File: src/rtl/tmr_scrub_ctrl_if.sv
// Host access port of the TMR scrub controller: request/grant handshake
// plus voted read-data return.
interface tmr_scrub_ctrl_if #(
   parameter int ADDR_W = 4,
   parameter int DATA_W = 4
);
   logic              host_req;
   logic              host_we;
   logic [ADDR_W-1:0] host_addr;
   logic [DATA_W-1:0] host_wdata;
   logic              host_gnt;
   logic [DATA_W-1:0] host_rdata;
   logic              host_rvalid;

   modport master (
      output host_req, host_we, host_addr, host_wdata,
      input  host_gnt, host_rdata, host_rvalid
   );

   modport slave (
      input  host_req, host_we, host_addr, host_wdata,
      output host_gnt, host_rdata, host_rvalid
   );
endinterface

File: src/rtl/tmr_scrub_ctrl.sv
// Sequencer for triplicated storage with an external majority voter.
// Arbitrates the host port against a background scrubber, routes every
// read through the voter and writes the voted word back to disagreeing
// replicas. Optional macro TMR_SCRUB_EN enables the background scrubber;
// without it, correction happens only on host reads.
//
// state | meaning
// ------+-----------------------------------------------------------
// IDLE  | accept host access (host first) or issue a scrub read
// RD    | replica data valid; present to voter, register vote/mis/uc
// VOTE  | return host data; flag uncorrectable or schedule writeback
// WB    | write voted word to disagreeing replicas, count the fault
module tmr_scrub_ctrl #(
   parameter int DATA_W       = 4,
   parameter int ADDR_W       = 4,
   parameter int SCRUB_PERIOD = 64,
   parameter int CNT_W        = 8
) (
   input  logic                clk,
   input  logic                rst_n,
   tmr_scrub_ctrl_if.slave     host,
   output logic                mem_en,
   output logic                mem_we,
   output logic [ADDR_W-1:0]   mem_addr,
   output logic [DATA_W-1:0]   mem_wdata,
   output logic [2:0]          mem_wmask,
   input  logic [DATA_W-1:0]   mem_rdata_1,
   input  logic [DATA_W-1:0]   mem_rdata_2,
   input  logic [DATA_W-1:0]   mem_rdata_3,
   output logic [DATA_W-1:0]   data_1,
   output logic [DATA_W-1:0]   data_2,
   output logic [DATA_W-1:0]   data_3,
   input  logic [DATA_W-1:0]   voted_q,
   output logic                scrub_busy,
   output logic                fault_pulse,
   output logic                uncorr,
   output logic [ADDR_W-1:0]   fault_addr,
   output logic [CNT_W-1:0]    fault_cnt
);

   localparam int DEPTH = 2**ADDR_W;

   if (SCRUB_PERIOD < 2) begin : g_bad_period
      $error("SCRUB_PERIOD must be at least 2");
   end

   typedef enum logic [1:0] {IDLE, RD, VOTE, WB} state_t;

   state_t            state;
   logic              op_host;
   logic [ADDR_W-1:0] op_addr;
   logic [DATA_W-1:0] vote_q;
   logic [2:0]        mis_q;
   logic              uc_q;
   logic              uncorr_q;
   logic [ADDR_W-1:0] fault_addr_q;
   logic [CNT_W-1:0]  fault_cnt_q;

   logic              host_go;
   logic              scrub_go;
   logic              scrub_busy_q;
   logic [ADDR_W-1:0] scrub_addr;
   logic [2:0]        mis_c;
   logic              uc_c;

   // Host wins arbitration; gated by rst_n so nothing strobes during reset.
   assign host_go  = rst_n && (state == IDLE) && host.host_req;
   assign scrub_go = rst_n && (state == IDLE) && !host.host_req && scrub_busy_q;

   assign mis_c[0] = (mem_rdata_1 != voted_q);
   assign mis_c[1] = (mem_rdata_2 != voted_q);
   assign mis_c[2] = (mem_rdata_3 != voted_q);
   assign uc_c     = (mem_rdata_1 != mem_rdata_2) && (mem_rdata_1 != mem_rdata_3) &&
                     (mem_rdata_2 != mem_rdata_3);

   assign data_1 = (state == RD) ? mem_rdata_1 : '0;
   assign data_2 = (state == RD) ? mem_rdata_2 : '0;
   assign data_3 = (state == RD) ? mem_rdata_3 : '0;

   assign host.host_gnt    = host_go;
   assign host.host_rvalid = (state == VOTE) && op_host;
   assign host.host_rdata  = ((state == VOTE) && op_host) ? vote_q : '0;

   assign fault_pulse = (state == WB);
   assign uncorr      = uncorr_q;
   assign fault_addr  = fault_addr_q;
   assign fault_cnt   = fault_cnt_q;
   assign scrub_busy  = scrub_busy_q;

   // Replica bank strobes: host access or scrub read from IDLE, writeback from WB.
   always_comb begin
      mem_en    = 1'b0;
      mem_we    = 1'b0;
      mem_addr  = '0;
      mem_wdata = '0;
      mem_wmask = 3'b000;
      if (host_go) begin
         mem_en   = 1'b1;
         mem_we   = host.host_we;
         mem_addr = host.host_addr;
         if (host.host_we) begin
            mem_wdata = host.host_wdata;
            mem_wmask = 3'b111;
         end
      end else if (scrub_go) begin
         mem_en   = 1'b1;
         mem_addr = scrub_addr;
      end else if (state == WB) begin
         mem_en    = 1'b1;
         mem_we    = 1'b1;
         mem_addr  = op_addr;
         mem_wdata = vote_q;
         mem_wmask = mis_q;
      end
   end

   // Main sequencer: read, vote, optional writeback, fault bookkeeping.
   always_ff @(posedge clk or negedge rst_n) begin
      if (!rst_n) begin
         state        <= IDLE;
         op_host      <= 1'b0;
         op_addr      <= '0;
         vote_q       <= '0;
         mis_q        <= 3'b000;
         uc_q         <= 1'b0;
         uncorr_q     <= 1'b0;
         fault_addr_q <= '0;
         fault_cnt_q  <= '0;
      end else begin
         case (state)
            IDLE: begin
               if (host_go && !host.host_we) begin
                  state   <= RD;
                  op_host <= 1'b1;
                  op_addr <= host.host_addr;
               end else if (scrub_go) begin
                  state   <= RD;
                  op_host <= 1'b0;
                  op_addr <= scrub_addr;
               end
            end
            RD: begin
               vote_q <= voted_q;
               mis_q  <= mis_c;
               uc_q   <= uc_c;
               state  <= VOTE;
            end
            VOTE: begin
               if (uc_q) begin
                  uncorr_q     <= 1'b1;
                  fault_addr_q <= op_addr;
                  state        <= IDLE;
               end else if (mis_q != 3'b000) begin
                  state <= WB;
               end else begin
                  state <= IDLE;
               end
            end
            WB: begin
               if (fault_cnt_q != '1) fault_cnt_q <= fault_cnt_q + 1'b1;
               fault_addr_q <= op_addr;
               state        <= IDLE;
            end
            default: state <= IDLE;
         endcase
      end
   end

`ifdef TMR_SCRUB_EN
   localparam int TMR_W = $clog2(SCRUB_PERIOD);

   logic [TMR_W-1:0] scrub_tmr;
   logic             scrub_done;

   // A scrub operation ends when VOTE returns to IDLE or after its writeback.
   assign scrub_done = !op_host &&
                       (((state == VOTE) && (uc_q || (mis_q == 3'b000))) || (state == WB));

   // Idle timer launches a pass; the pass walks every address once.
   always_ff @(posedge clk or negedge rst_n) begin
      if (!rst_n) begin
         scrub_tmr    <= '0;
         scrub_addr   <= '0;
         scrub_busy_q <= 1'b0;
      end else begin
         if ((state == IDLE) && !scrub_busy_q) begin
            if (scrub_tmr == TMR_W'(SCRUB_PERIOD - 1)) begin
               scrub_busy_q <= 1'b1;
               scrub_addr   <= '0;
               scrub_tmr    <= '0;
            end else begin
               scrub_tmr <= scrub_tmr + 1'b1;
            end
         end
         if (scrub_done) begin
            scrub_addr <= scrub_addr + 1'b1;
            if (scrub_addr == ADDR_W'(DEPTH - 1)) begin
               scrub_busy_q <= 1'b0;
               scrub_tmr    <= '0;
            end
         end
      end
   end
`else
   assign scrub_addr   = '0;
   assign scrub_busy_q = 1'b0;
`endif

endmodule

File: src/flat_wrapper.sv
// flat-port wrapper written by rule: the top's interface ports become plain ports
module tmr_scrub_ctrl_flat 
#(
   parameter int DATA_W       = 4,
   parameter int ADDR_W       = 4,
   parameter int SCRUB_PERIOD = 64,
   parameter int CNT_W        = 8
)
  (clk, rst_n, mem_en, mem_we, mem_addr, mem_wdata, mem_wmask, mem_rdata_1, mem_rdata_2, mem_rdata_3, data_1, data_2, data_3, voted_q, scrub_busy, fault_pulse, uncorr, fault_addr, fault_cnt, host_host_req, host_host_we, host_host_addr, host_host_wdata, host_host_gnt, host_host_rdata, host_host_rvalid);
  tmr_scrub_ctrl_if #(.ADDR_W(ADDR_W), .DATA_W(DATA_W)) host_i ();
  input  logic clk;
  input  logic rst_n;
  output logic mem_en;
  output logic mem_we;
  output logic [ADDR_W-1:0] mem_addr;
  output logic [DATA_W-1:0] mem_wdata;
  output logic [2:0] mem_wmask;
  input  logic [DATA_W-1:0] mem_rdata_1;
  input  logic [DATA_W-1:0] mem_rdata_2;
  input  logic [DATA_W-1:0] mem_rdata_3;
  output logic [DATA_W-1:0] data_1;
  output logic [DATA_W-1:0] data_2;
  output logic [DATA_W-1:0] data_3;
  input  logic [DATA_W-1:0] voted_q;
  output logic scrub_busy;
  output logic fault_pulse;
  output logic uncorr;
  output logic [ADDR_W-1:0] fault_addr;
  output logic [CNT_W-1:0] fault_cnt;
  input wire logic [$bits(host_i.host_req)-1:0] host_host_req;
  input wire logic [$bits(host_i.host_we)-1:0] host_host_we;
  input wire logic [$bits(host_i.host_addr)-1:0] host_host_addr;
  input wire logic [$bits(host_i.host_wdata)-1:0] host_host_wdata;
  output wire logic [$bits(host_i.host_gnt)-1:0] host_host_gnt;
  output wire logic [$bits(host_i.host_rdata)-1:0] host_host_rdata;
  output wire logic [$bits(host_i.host_rvalid)-1:0] host_host_rvalid;
  assign host_i.host_req = host_host_req;
  assign host_i.host_we = host_host_we;
  assign host_i.host_addr = host_host_addr;
  assign host_i.host_wdata = host_host_wdata;
  assign host_host_gnt = host_i.host_gnt;
  assign host_host_rdata = host_i.host_rdata;
  assign host_host_rvalid = host_i.host_rvalid;
  tmr_scrub_ctrl #(.DATA_W(DATA_W), .ADDR_W(ADDR_W), .SCRUB_PERIOD(SCRUB_PERIOD), .CNT_W(CNT_W)) u_core (.clk(clk), .rst_n(rst_n), .host(host_i), .mem_en(mem_en), .mem_we(mem_we), .mem_addr(mem_addr), .mem_wdata(mem_wdata), .mem_wmask(mem_wmask), .mem_rdata_1(mem_rdata_1), .mem_rdata_2(mem_rdata_2), .mem_rdata_3(mem_rdata_3), .data_1(data_1), .data_2(data_2), .data_3(data_3), .voted_q(voted_q), .scrub_busy(scrub_busy), .fault_pulse(fault_pulse), .uncorr(uncorr), .fault_addr(fault_addr), .fault_cnt(fault_cnt));
endmodule
File: config.mk
export PLATFORM = sky130hd
export DESIGN_NAME = tmr_scrub_ctrl_flat
export DESIGN_NICKNAME = d
export VERILOG_FILES = /design/src/rtl/tmr_scrub_ctrl_if.sv /design/src/rtl/tmr_scrub_ctrl.sv /design/src/flat_wrapper.sv
export SDC_FILE = /design/constraint.sdc
export NUM_CORES = 1
export LEC_CHECK = 0
export CAP_MARGIN = 20
export CORE_ASPECT_RATIO = 0.9
export CORE_MARGIN = 4
export CORE_UTILIZATION = 30
export DETAILED_ROUTE_END_ITERATION = 8
export SLEW_MARGIN = 30
export SYNTH_ARGS = -nofsm -noshare
export SYNTH_HDL_FRONTEND = slang
export SYNTH_SLANG_ARGS = --single-unit
File: constraint.sdc
create_clock -name clk -period 2.1 [get_ports clk]
set_input_delay 0.525 -clock clk [delete_from_list [all_inputs] [get_ports clk]]
set_output_delay 0.525 -clock clk [all_outputs]
set_load 0.01 [all_outputs]
==> results_dict.tcl <==
set metrics [dict create \
    synth_edf_count 0 \
    async_flop_share_pct 100 \
    synth_seq_cells 28 \
    rr_startpoint "u_core.state[0]" \
    hpwlAfterDp_um 3580 \
    hold_buffers 0 \
    cts_made_buffers 3 \
    synthAdderAreaFrac_pct 0.764 \
    tritoncts "built" \
    synth-compound-area-share_pct 9.55 \
    die_height_um 78.1 \
    critPathTopFamily "flip-flops" \
    vias_per_cell 4.62 \
    syn_inst 165 \
    core_area_mm2 0.00529 \
    final_nets 302 \
    rows 25 \
    insertion_delay_ps 270 \
    synthXorXnorAreaFrac_pct 16.6 \
    grt_pass1_wl_um 7520 \
    max_cap_viol_count 0 \
    p_per_area_mw_per_mm2 861 \
    cp_max_fo 6 \
    syn_to_final_growth_pct 64.2 \
    utilization_pct 50.9 \
    ys_seq_area_share_pct 42.8 \
    portBuffers 72 \
    diodes 0 \
    use_met1_pct 17.0 \
    setup_violations 0 \
    drt_first_pass_iters 4 \
    drtIter0Drc 53 \
    grt_pass1_vias 1622 \
    rsz0062_at_grt "yes" \
    whs_ps 380 \
    cts.clk_slew.worst_paths_ps 100 \
    start_kind "register" \
    crit_path_max_incr_delay_ps 420 \
    busiest_layer "met2" \
    synth_mux_area_share_pct 5.50 \
    hold_viol_final 0 \
    worstPathRequired_ps 1570 \
    ys_warn_count 0 \
    ir_drop_mv 0.432 \
    clockRootBuffer "clkbuf_8" \
    synth_area_leaders "dfrtp_1 (43%), xor2_1 (9.1%), xnor2_1 (7.5%)" \
    critical_path.endpoint_type "output port" \
    reg2reg_to "u_core.op_addr[1]" \
    min_period_over_period_pct 97.9 \
    vias 1567 \
    ant_nets 0 \
    wl_per_cell_um 13.7 \
    antenna_found_initial 0 \
    drv_slew 0 \
    die_area_mm2 0.00671 \
    synth_flop_cell "dfrtp_1" \
    crit_type "reg -> out" \
    slowest_stage "dfrtp_1" \
    routed_wl_um 4630 \
    mappedNetlistArea_mm2 0.00164 \
    path_buf_inv 3 \
    postSynthAreaPerCell_um2 9.93 \
    met2_usage_pct 23.3 \
    start_util_pct 31.0 \
    syn_nets 194 \
    drive_above_1_share_pct 30.1 \
    boundaryPins 74 \
    min_path_type "in -> async" \
    numClockSinks 28 \
    ff2ff_setup_slack_ps 450 \
    clock_path_buffers 2 \
    synth_top_family_by_area "simple AND/OR/NAND/NOR gates" \
    status "completed" \
    p_leak_nw 1.32 \
    cpMostUsedCell "buf_6" \
    rr_worst_depth 5 \
    yosys.cell_types.count 31 \
    globalRoute.totalOverflow 0 \
    grt_util_met3_pct 3.36 \
    drc 0 \
    max_clock_freq_ghz 0.486 \
    grt_max_degree 29 \
    cp_cell_sequence "buf_6 > nor3_4 > and2_4 > buf_6 > a22o_1 > buf_2" \
    gp_congestion 0.728 \
    finClkSkew_ps 4.07 \
    fillers 504 \
    worst_ep_arrival_time_ps 1530 \
    synth-simple-area-share_pct 21.8 \
    min_period_ps 2060 \
    die-width_um 85.9 \
    htree_levels 1 \
    yosysTopAreaCellShare_pct 42.8 \
    grt.total_usage_pct 13.7 \
    synth_top_cell_by_area "dfrtp_1" \
]
==> kinds of logic after synthesis <==
kind of cell    count (synthesis)
flops                          28
simple gates                   66
buf+inv                         9
mux                             8
other cells                     1
xor+xnor                       31
compound gates                 21
fa+ha+maj                       1
==> through the flow <==
step | setup TNS (ps) | instances | power [mW] | setup WS [ps] | area [um^2]
2_1_floorplan | 0 | 165 | 1.36 | 139 | 1640
3_3_place_gp | -8320 | 325 | 1.95 | -631 | 2610
3_5_place_dp | -8840 | 325 | 1.96 | -661 | 2610
4_1_cts | -2.94 | 337 | 2.30 | -2.94 | 2680
5_1_grt | -491 | 339 | 2.49 | -74.5 | 2690
6_report | 0 | 339 | 2.32 | 43.6 | 2690
==> power breakdown <==
| part | switching [mW] | internal, mW | total [mW] |
|---|---|---|---|
| Sequential | 0.151 | 0.735 | 0.886 |
| Clock | 0.164 | 0.168 | 0.332 |
| Combinational | 0.472 | 0.625 | 1.10 |
| Total | 0.787 | 1.53 | 2.32 |
==> routing by layer <==
layer  wire, um  part of all wire, %  up-vias
met1       2080                   45      736
li1           -                    -      775
met4         53                  1.1        0
met3        344                  7.4        4
met5          0                    0        -
met2       2150                   46       52
==> sequential cells by signal, indices dropped and copies added (netlist names) <==
register / flops
u_core.fault_addr: 4
u_core.fault_cnt: 8
u_core.mis_q: 3
u_core.op_addr: 4
u_core.op_host: 1
u_core.state: 2
u_core.uc_q: 1
u_core.uncorr: 1
u_core.vote_q: 4
==> cell usage after synthesis (2+ instances only) <==
library cell / count
xor2_1: 17
o21ai_0: 6
nand3_1: 2
buf_4: 2
and2_1: 18
nand4_1: 5
dfrtp_1: 28
nand2_1: 23
a22o_1: 8
mux2_2: 8
buf_2: 3
or2_2: 3
nor2_1: 4
nor3_1: 2
a21o_1: 3
nor4_2: 2
xnor2_1: 14
inv_1: 2
nor4_1: 3
==> worst max-delay path by stage <==
stage | startpoint | end | cells past startpoint
detailed placement | rst_n | mem_wdata[2] | 7
global route | u_core.state[1] | mem_wdata[1] | 6
global placement | rst_n | mem_wdata[0] | 7
CTS | host_host_req | mem_we | 7
floorplan | host_host_req | mem_wdata[0] | 5
finish | u_core.state[1] | mem_wdata[0] | 6
==> placed cells by master, fill, tap and decap left out, types with 2 or more instances in the layout <==
cell type	count
clkdlybuf4s50_1	37
buf_4	34
dfrtp_1	27
nand2_1	22
xor2_1	17
and2_1	16
xnor2_1	14
dlygate4sd2_1	12
buf_2	11
a22o_1	8
mux2_2	8
o21ai_0	6
clkbuf_2	6
nand4_1	5
clkdlybuf4s15_1	5
buf_6	5
clkbuf_8	4
a21o_1	3
nor4_1	3
nor2_1	3
and2_4	2
inv_1	2
or2_2	2
nor4_2	2
nand3_1	2
nor3_1	2
==> final cells by class <==
| type | instances | area (um^2) | share of cell area, % |
|---|---|---|---|
| repair buffers | 110 | 922 | 34.3 |
| multi-input cells | 128 | 920 | 34.2 |
| flip-flops and latches | 28 | 702 | 26.1 |
| well taps | 67 | 83.8 | 3.12 |
| clock buffers | 4 | 55.1 | 2.05 |
| inverters | 2 | 7.51 | 0.279 |
==> worst reg2reg max path, delay by kind of cell (launching register included) <==
kind          cells  cell delay, ps
simple gates      1             310
flops             1             450
mux               1             330
buf+inv           3             450
==> repair_timing <==
item,4_1_cts,5_1_grt
endpoints found under the setup margin,32,26
pin swaps,3,4
buffers inserted,8,1
resized for setup,83,22
gates cloned,0,1
(Power assumes the default switching activity.)
